==> src/rtl/clk_en_divider.sv <==
// Multi-channel clock-enable divider: per-channel runtime ratio, one-cycle enable
// pulse and registered near-50% divided waveform, phase-aligned restart and lock flag.

module clk_en_divider_ch #(
    parameter int DIV_W   = 16,
    parameter int DIV_RST = 10
) (
    input  logic             clk,
    input  logic             rst,
    input  logic             en,
    input  logic             load,
    input  logic [DIV_W-1:0] div_in,
    output logic             ce,
    output logic             clk_o
);
    localparam logic [DIV_W-1:0] RST_N = DIV_W'(DIV_RST);
    localparam logic [DIV_W-1:0] RST_P = DIV_W'(DIV_RST - 1);
    localparam logic [DIV_W-1:0] ONE   = DIV_W'(1);

    logic [DIV_W-1:0] n_q, n_d;
    logic [DIV_W-1:0] p_q, p_d;
    logic             ce_q, ce_d;
    logic             clk_q, clk_d;
    logic [DIV_W-1:0] p_inc;
    logic [DIV_W-1:0] n_new;

    always_ff @(posedge clk or posedge rst) begin
        if (rst) begin
            n_q   <= RST_N;
            p_q   <= RST_P;
            ce_q  <= 1'b0;
            clk_q <= 1'b0;
        end else begin
            n_q   <= n_d;
            p_q   <= p_d;
            ce_q  <= ce_d;
            clk_q <= clk_d;
        end
    end

    always_comb begin
        n_d   = n_q;
        p_d   = p_q;
        ce_d  = 1'b0;
        clk_d = clk_q;
        p_inc = (p_q == n_q - ONE) ? '0 : p_q + ONE;
        n_new = (div_in == '0) ? ONE : div_in;
        if (load) begin
            // Restart presents phase 0 of the new ratio on the load edge itself.
            n_d   = n_new;
            p_d   = '0;
            ce_d  = en;
            clk_d = (n_new >> 1) != '0;
        end else if (en) begin
            p_d   = p_inc;
            ce_d  = (p_inc == '0);
            clk_d = p_inc < (n_q >> 1);
        end
    end

    assign ce    = ce_q;
    assign clk_o = clk_q;
endmodule

module clk_en_divider #(
    parameter int NUM_CH   = 3,
    parameter int DIV_W    = 16,
    parameter int DIV_RST  = 10,
    parameter int LOCK_DLY = 16
) (
    input  logic                    clk,
    input  logic                    rst,
    input  logic                    en,
    input  logic [NUM_CH*DIV_W-1:0] div_cfg,
    input  logic                    cfg_load,
    output logic [NUM_CH-1:0]       ce_out,
    output logic [NUM_CH-1:0]       clk_out,
    output logic                    locked
);
    localparam int LCK_W = $clog2(LOCK_DLY + 1);
    localparam logic [LCK_W-1:0] LCK_MAX = LCK_W'(LOCK_DLY);

    logic [LCK_W-1:0] lck_cnt_q, lck_cnt_d;
    logic             locked_q, locked_d;

    genvar gi;
    generate
        for (gi = 0; gi < NUM_CH; gi++) begin : g_ch
            clk_en_divider_ch #(
                .DIV_W  (DIV_W),
                .DIV_RST(DIV_RST)
            ) u_ch (
                .clk   (clk),
                .rst   (rst),
                .en    (en),
                .load  (cfg_load),
                .div_in(div_cfg[gi*DIV_W +: DIV_W]),
                .ce    (ce_out[gi]),
                .clk_o (clk_out[gi])
            );
        end
    endgenerate

    always_ff @(posedge clk or posedge rst) begin
        if (rst) begin
            lck_cnt_q <= '0;
            locked_q  <= 1'b0;
        end else begin
            lck_cnt_q <= lck_cnt_d;
            locked_q  <= locked_d;
        end
    end

    // The load edge itself does not count toward lock; counting starts on the next en edge.
    always_comb begin
        lck_cnt_d = lck_cnt_q;
        locked_d  = locked_q;
        if (cfg_load) begin
            lck_cnt_d = '0;
            locked_d  = 1'b0;
        end else if (en) begin
            if (lck_cnt_q != LCK_MAX)
                lck_cnt_d = lck_cnt_q + LCK_W'(1);
            locked_d = (lck_cnt_d == LCK_MAX);
        end
    end

    assign locked = locked_q;
endmodule

==> config.mk <==
export PLATFORM = sky130hd
export DESIGN_NAME = clk_en_divider
export DESIGN_NICKNAME = d
export VERILOG_FILES = /design/src/rtl/clk_en_divider.sv
export SDC_FILE = /design/constraint.sdc
export NUM_CORES = 1
export LEC_CHECK = 0
export CAP_MARGIN = 10
export CORE_ASPECT_RATIO = 1.75
export CORE_MARGIN = 2
export CORE_UTILIZATION = 41
export DETAILED_ROUTE_END_ITERATION = 16
export SYNTH_ARGS = -nofsm -noshare
export SYNTH_HDL_FRONTEND = slang
export SYNTH_SLANG_ARGS = --single-unit
==> constraint.sdc <==
create_clock -name clk -period 5.3 [get_ports clk]
set_input_delay 1.06 -clock clk [delete_from_list [all_inputs] [get_ports clk]]
set_output_delay 1.06 -clock clk [all_outputs]
set_load 0.01 [all_outputs]
Yosys cells after proc, flatten, opt, wreduce, memory -nomap -nowiden
Cells that the tools add are included.
{ "word_totals": {"reg_bits": 108, "inputBits": 52, "out_inout_bits": 7} }
{ "classes": {"addsub": 7, "magnitude_cmp": 3, "n_eq_ne": 5, "muxes": 31, "reduce_logical": 10} }
{ "op_table": {"columns": ["operator", "n"], "rows": [
  ["$mux W16", 12],
  ["$logic_not A16 Y1", 6],
  ["$add A16 B1 Y16 const B", 3],
  ["$eq A16 B16 Y1", 3],
  ["$lt A16 B15 Y1", 3],
  ["$reduce_bool A16 Y1", 3],
  ["$sub A16 B1 Y16 const B", 3],
  ["$mux W5", 5],
  ["$mux W1", 14],
  ["$add A5 B1 Y5 const B", 1],
  ["$eq A5 B5 Y1 const B", 1],
  ["$ne A5 B5 Y1 const B", 1],
  ["$reduce_bool A2 Y1", 1]
]} }

Depth between registers and ports, before layout
{ "depth": {"depth_word": 7, "ltp_mapped": 19, "ltp_nobuf": 17} }

Modules after synthesis
Synthesis repeated with hierarchy kept, for this count alone.
{ "hier_totals": {"hier_cells": 1125, "area_unflattened_um2": 9165.0} }
{ "by_module_without_submodules": {"columns": ["mod", "instances", "cells_per_inst", "area_each_um2"], "rows": [
  ["clk_en_divider_ch at g_ch[0].u_ch", 1, 358, 2971.6],
  ["clk_en_divider_ch at g_ch[2].u_ch", 1, 369, 2911.5],
  ["clk_en_divider_ch at g_ch[1].u_ch", 1, 354, 2876.5],
  ["clk_en_divider", 1, 44, 405.4]
]} }

Least setup slack after synthesis
OpenSTA, ideal clock, no wires.
{ "synth_timing": {"path_type": "register to register", "startpoint": "register g_ch[2].u_ch.n_q[0]", "endpoint": "register g_ch[2].u_ch.clk_q", "arrival_time_ns": 4.266, "setup_slack_ns": 0.969, "path_stages_with_launch": 19, "cell_sequence": "dfrtp_1 > inv_1 > ha_1 > or4b_4 > nor4_4 > mux2_2 > mux2_2 > or4_4 > nor4_4 > buf_6 > nor2_1 > ha_1 > a21o_1 > a21o_1 > a21oi_1 > o21ai_0 > and3_1 > a32oi_1 > o21a_1"} }
{ "synth_via": {"elab_chain_cells": 6} }
{ "synth_lines": {"columns": ["item", "line", "text"], "rows": [
  ["start, declared", "20", "logic [DIV_W-1:0] n_q, n_d;"],
  ["start signal, assigned", "34", "n_q <= n_d;"],
  ["$sub A16 B1 Y16", "46", "p_inc = (p_q == n_q - ONE) ? '0 : p_q + ONE;"],
  ["$eq A16 B16 Y1", "46", null],
  ["$mux W16", "46", null],
  ["$lt A16 B15 Y1", "57", "clk_d = p_inc < (n_q >> 1);"],
  ["$mux W1", "54", "end else if (en) begin"],
  ["$mux W1", "48", "if (load) begin"],
  ["end signal, assigned", "37", "clk_q <= clk_d;"],
  ["end, declared", "23", "logic clk_q, clk_d;"]
]} }
Every way passes these cells. The select of a mux whose other input is x is not followed.
A chain may end at the register's enable or synchronous reset.

Final worst setup path
Ends and elaborated chain as after synthesis.

==> impl_metrics.yaml <==
run_status:
  status: "completed"
finish:
  n_antenna_cell: 0
  fillCellCount: 2073
  syn_to_final_growth_pct: 11.09
  final_cell_area_um2: 9562
  drive_gt1_share_pct: 5.638
  nNetsFinal: 1179
  fin_cells: 1334
synth:
  syn-cell-area_um2: 8607
  synth_edf_count: 0
  synth_top_area_share_pct: 27.91
  ys_types: 70
  syn-instance-count: 1077
  synth_ff_type: "dfrtp_1"
  synth-warning-count: 0
  synth_fp_nets: 1179
  yosysMostFrequentCell: "nand2_1"
  yosysTopAreaCell: "dfrtp_1"
  synthTopCellsByArea: "dfrtp_1 28%, ha_1 7.3%, xnor2_1 6.3%"
  synth-seq-cells: 108
  netlist_top_cells_count: "111 x nand2_1, 96 x dfrtp_1, 91 x nor2_1"
  avgSynthCellArea_um2: 7.992
  async_flop_share_pct: 100.0
  yosysSeqAreaShare_pct: 31.57
sta:
  tns_ps: 0
  setup_viol: 0
  report.final.slew_viol_count: 0
  min_period_ps: 4727
  hold_ws_ps: 534.2
  skew_ps: 9.449
  min_period_over_period_pct: 89.19
  finalHoldViolations: 0
  tightest_slew_ps: 911.5
  rsz0062_at_grt: "false"
  relSlewSlack_pct: 38.77
  fmax_ghz: 0.2116
critical_path:
  r2r_slack_ps: 570
  path_delay_family: "simple AND/OR/NAND/NOR gates"
  reg2regPathDepth: 17
  start_kind: "flop"
  worst-path-buf-inv: 2
  crit_fanout: 26
  crit_required_ps: 5610
  r2r_end: "g_ch[2].u_ch.clk_o$_DFFE_PP0P_"
  reg2reg_from: "g_ch[2].u_ch.n_q[0]$_DFFE_PP0P_"
  arrival_ps: 5040
  worstSetupEndpointType: "flop"
  setup.worst_path.class: "flop to flop"
  cp.depth: 17
  cp_slowest_stage_delay_ps: 550
  cpMaxStageDelayCell: "or4_4"
  path_cells: "inv_1 -> ha_1 -> or4b_4 -> nor4_4 -> mux2_2 -> mux2_2 -> or4_4 -> nor4_4 -> buf_4 -> nor2_1 -> ha_1 -> a21o_1 -> a21oi_1 -> o21ai_0 -> and3_1 -> a32oi_1 -> o21a_1"
drt:
  maxUsedRoutingLayer: "met5"
  m1WireLength_um: 9395
  drt_iter0_drc: 518
  routed_wl_um: 25930
  antenna_left: 0
  drt_drc_violations_left: 0
  dr_wl_met2_um: 14550
  detailedRoute.firstPassIterationCount: 5
  via_count: 7905
  met3WireLength_um: 661
  routedWlPerCell_um: 19.43
  vias_per_cell: 5.926
power:
  powerDensity_nw_per_um2: 217.9
  ir_drop_mv: 0.1430
  total_power_uw: 2084
  p_leak_uw: 0.004182
hold_path:
  hp-class: "flop to flop"
  min_to: "locked$_DFFE_PP0P_"
  whs_path_depth: 1
  hold_start: "locked$_DFFE_PP0P_"
grt:
  antenna_found_initial: 1
  grt_pass1_vias: 7820
  grt_usage_pct: 23.71
  overflow: 0
  grt_pass1_wl_um: 40910
  grt_max_degree: 62
cts:
  cts_buffers: 9
  cts_setup_buffers: 0
  cts_resized: 0
  clock-root-buffer: "clkbuf_16"
  cts_max_level: 3
  clock_latency_ps: 380
  ctsHoldBuffers: 0
  clk_pin_slew_ps: 70
  clock_sinks: 108
  clockBufferDepth: 2
  cts_tree: "done"
place:
  port_buffers: 58
  place_congestion: 0.9720
  hpwl_um: 20030
  place_inst: 1318
  placed_area_um2: 9244
die:
  rows: 70
  die_area_um2: 22210
  initial_core_util_pct: 41.46
  core_um2: 20760
  ioPinCount: 59
  die_width_um: 113.5
  die_h_um: 195.7
run:
  cap_violations: 0
area by class of cell:
| type | count | area, um^2 | area share, % |
|---|---|---|---|
| multi-input cells | 824 | 5304 | 55.47 |
| flip-flops and latches | 108 | 2718 | 28.42 |
| repair buffers | 69 | 660.6 | 6.909 |
| well taps | 252 | 315.3 | 3.298 |
| inverters | 65 | 246.5 | 2.578 |
| clock buffers | 10 | 229.0 | 2.395 |
| clock inverters | 6 | 88.84 | 0.9291 |
layer usage:
| layer | up-vias | GRT usage (%) |
|---|---|---|
| li1 | 3798 | - |
| met1 | 3848 | 23.70 |
| met2 | 179 | 46.64 |
| met3 | 78 | 2.842 |
| met4 | 2 | 12.24 |
| met5 | - | 0 |
sequential cells by signal, indices dropped and copies added, names as in the netlist:
name	flops
g_ch.u_ch.n_q	48
g_ch.u_ch.p_q	48
lck_cnt_q	5
locked	1
g_ch.u_ch.clk_o	3
g_ch.u_ch.ce	3
stage by stage:
| stage | setup slack [ps] | utilization [%] |
|---|---|---|
| final | 573.0 | 46.06 |
| after global routing | 273.3 | 46.06 |
| after CTS | 620.5 | 46.06 |
| after detailed placement | 647.2 | 44.53 |
| after global placement | 776.8 | 44.53 |
| after floorplan | 969.1 | - |
logic make-up (layout without fill, tap and decap cells):
kind of cell               count (synthesis)  in the layout  synth area share, %
buffers and inverters                    145            150                6.905
xor gates and xnor gates                 103            103                10.48
adders and majority gates                 50             50                7.268
and+or+nand+nor                          416            416                24.38
muxes                                      7              7               0.8722
AOI/OAI and AO/OA                        248            248                18.52
DFF                                      108            108                31.57
worst reg2reg max path: stages (launching register included):
cell and delay (ps):
dfrtp_1 410, inv_1 90, ha_1 260, or4b_4 540
nor4_4 200, mux2_2 360, mux2_2 260, or4_4 550
nor4_4 270, buf_4 360, nor2_1 100, ha_1 300
a21o_1 160, a21oi_1 170, o21ai_0 100, and3_1 200
a32oi_1 200, o21a_1 130
how the worst max path moves through the flow:
stage / start / to / slack (ps)
floorplan: g_ch[2].u_ch.n_q[0]$_DFFE_PP0P_ / g_ch[2].u_ch.clk_o$_DFFE_PP0P_ / 970
global placement: g_ch[2].u_ch.n_q[0]$_DFFE_PP0P_ / g_ch[2].u_ch.clk_o$_DFFE_PP0P_ / 780
detailed placement: g_ch[2].u_ch.n_q[0]$_DFFE_PP0P_ / g_ch[2].u_ch.clk_o$_DFFE_PP0P_ / 650
CTS: g_ch[2].u_ch.n_q[0]$_DFFE_PP0P_ / g_ch[2].u_ch.clk_o$_DFFE_PP0P_ / 620
global route: g_ch[2].u_ch.n_q[0]$_DFFE_PP0P_ / g_ch[2].u_ch.clk_o$_DFFE_PP0P_ / 270
finish: g_ch[2].u_ch.n_q[0]$_DFFE_PP0P_ / g_ch[2].u_ch.clk_o$_DFFE_PP0P_ / 570
cells in the final DEF (no fill, tap or decap), types with 9 or more instances in the layout:
master             n
nand4_1           21
buf_4             12
xnor2_1           62
nor4_1            23
xor2_1            41
o31ai_1           13
dfrtp_1           96
o21ai_0           90
clkbuf_16          9
a21oi_1           36
a21o_1            27
or3_1             15
ha_1              50
nand3_1           48
or4_1              9
dfstp_2           12
and3_1            17
inv_1             64
nand2_1          111
nor3_1            35
a31oi_1           10
clkdlybuf4s50_1   57
nor2_1            90
power breakdown:
group          switching (uW)  internal [uW]  leakage, uW
sequential               65.7            870      0.00137
combinational             227            165      0.00266
clock                     341            415     0.000149
total                     634           1450      0.00418
No activity file was read; power rests on OpenSTA's default activity.
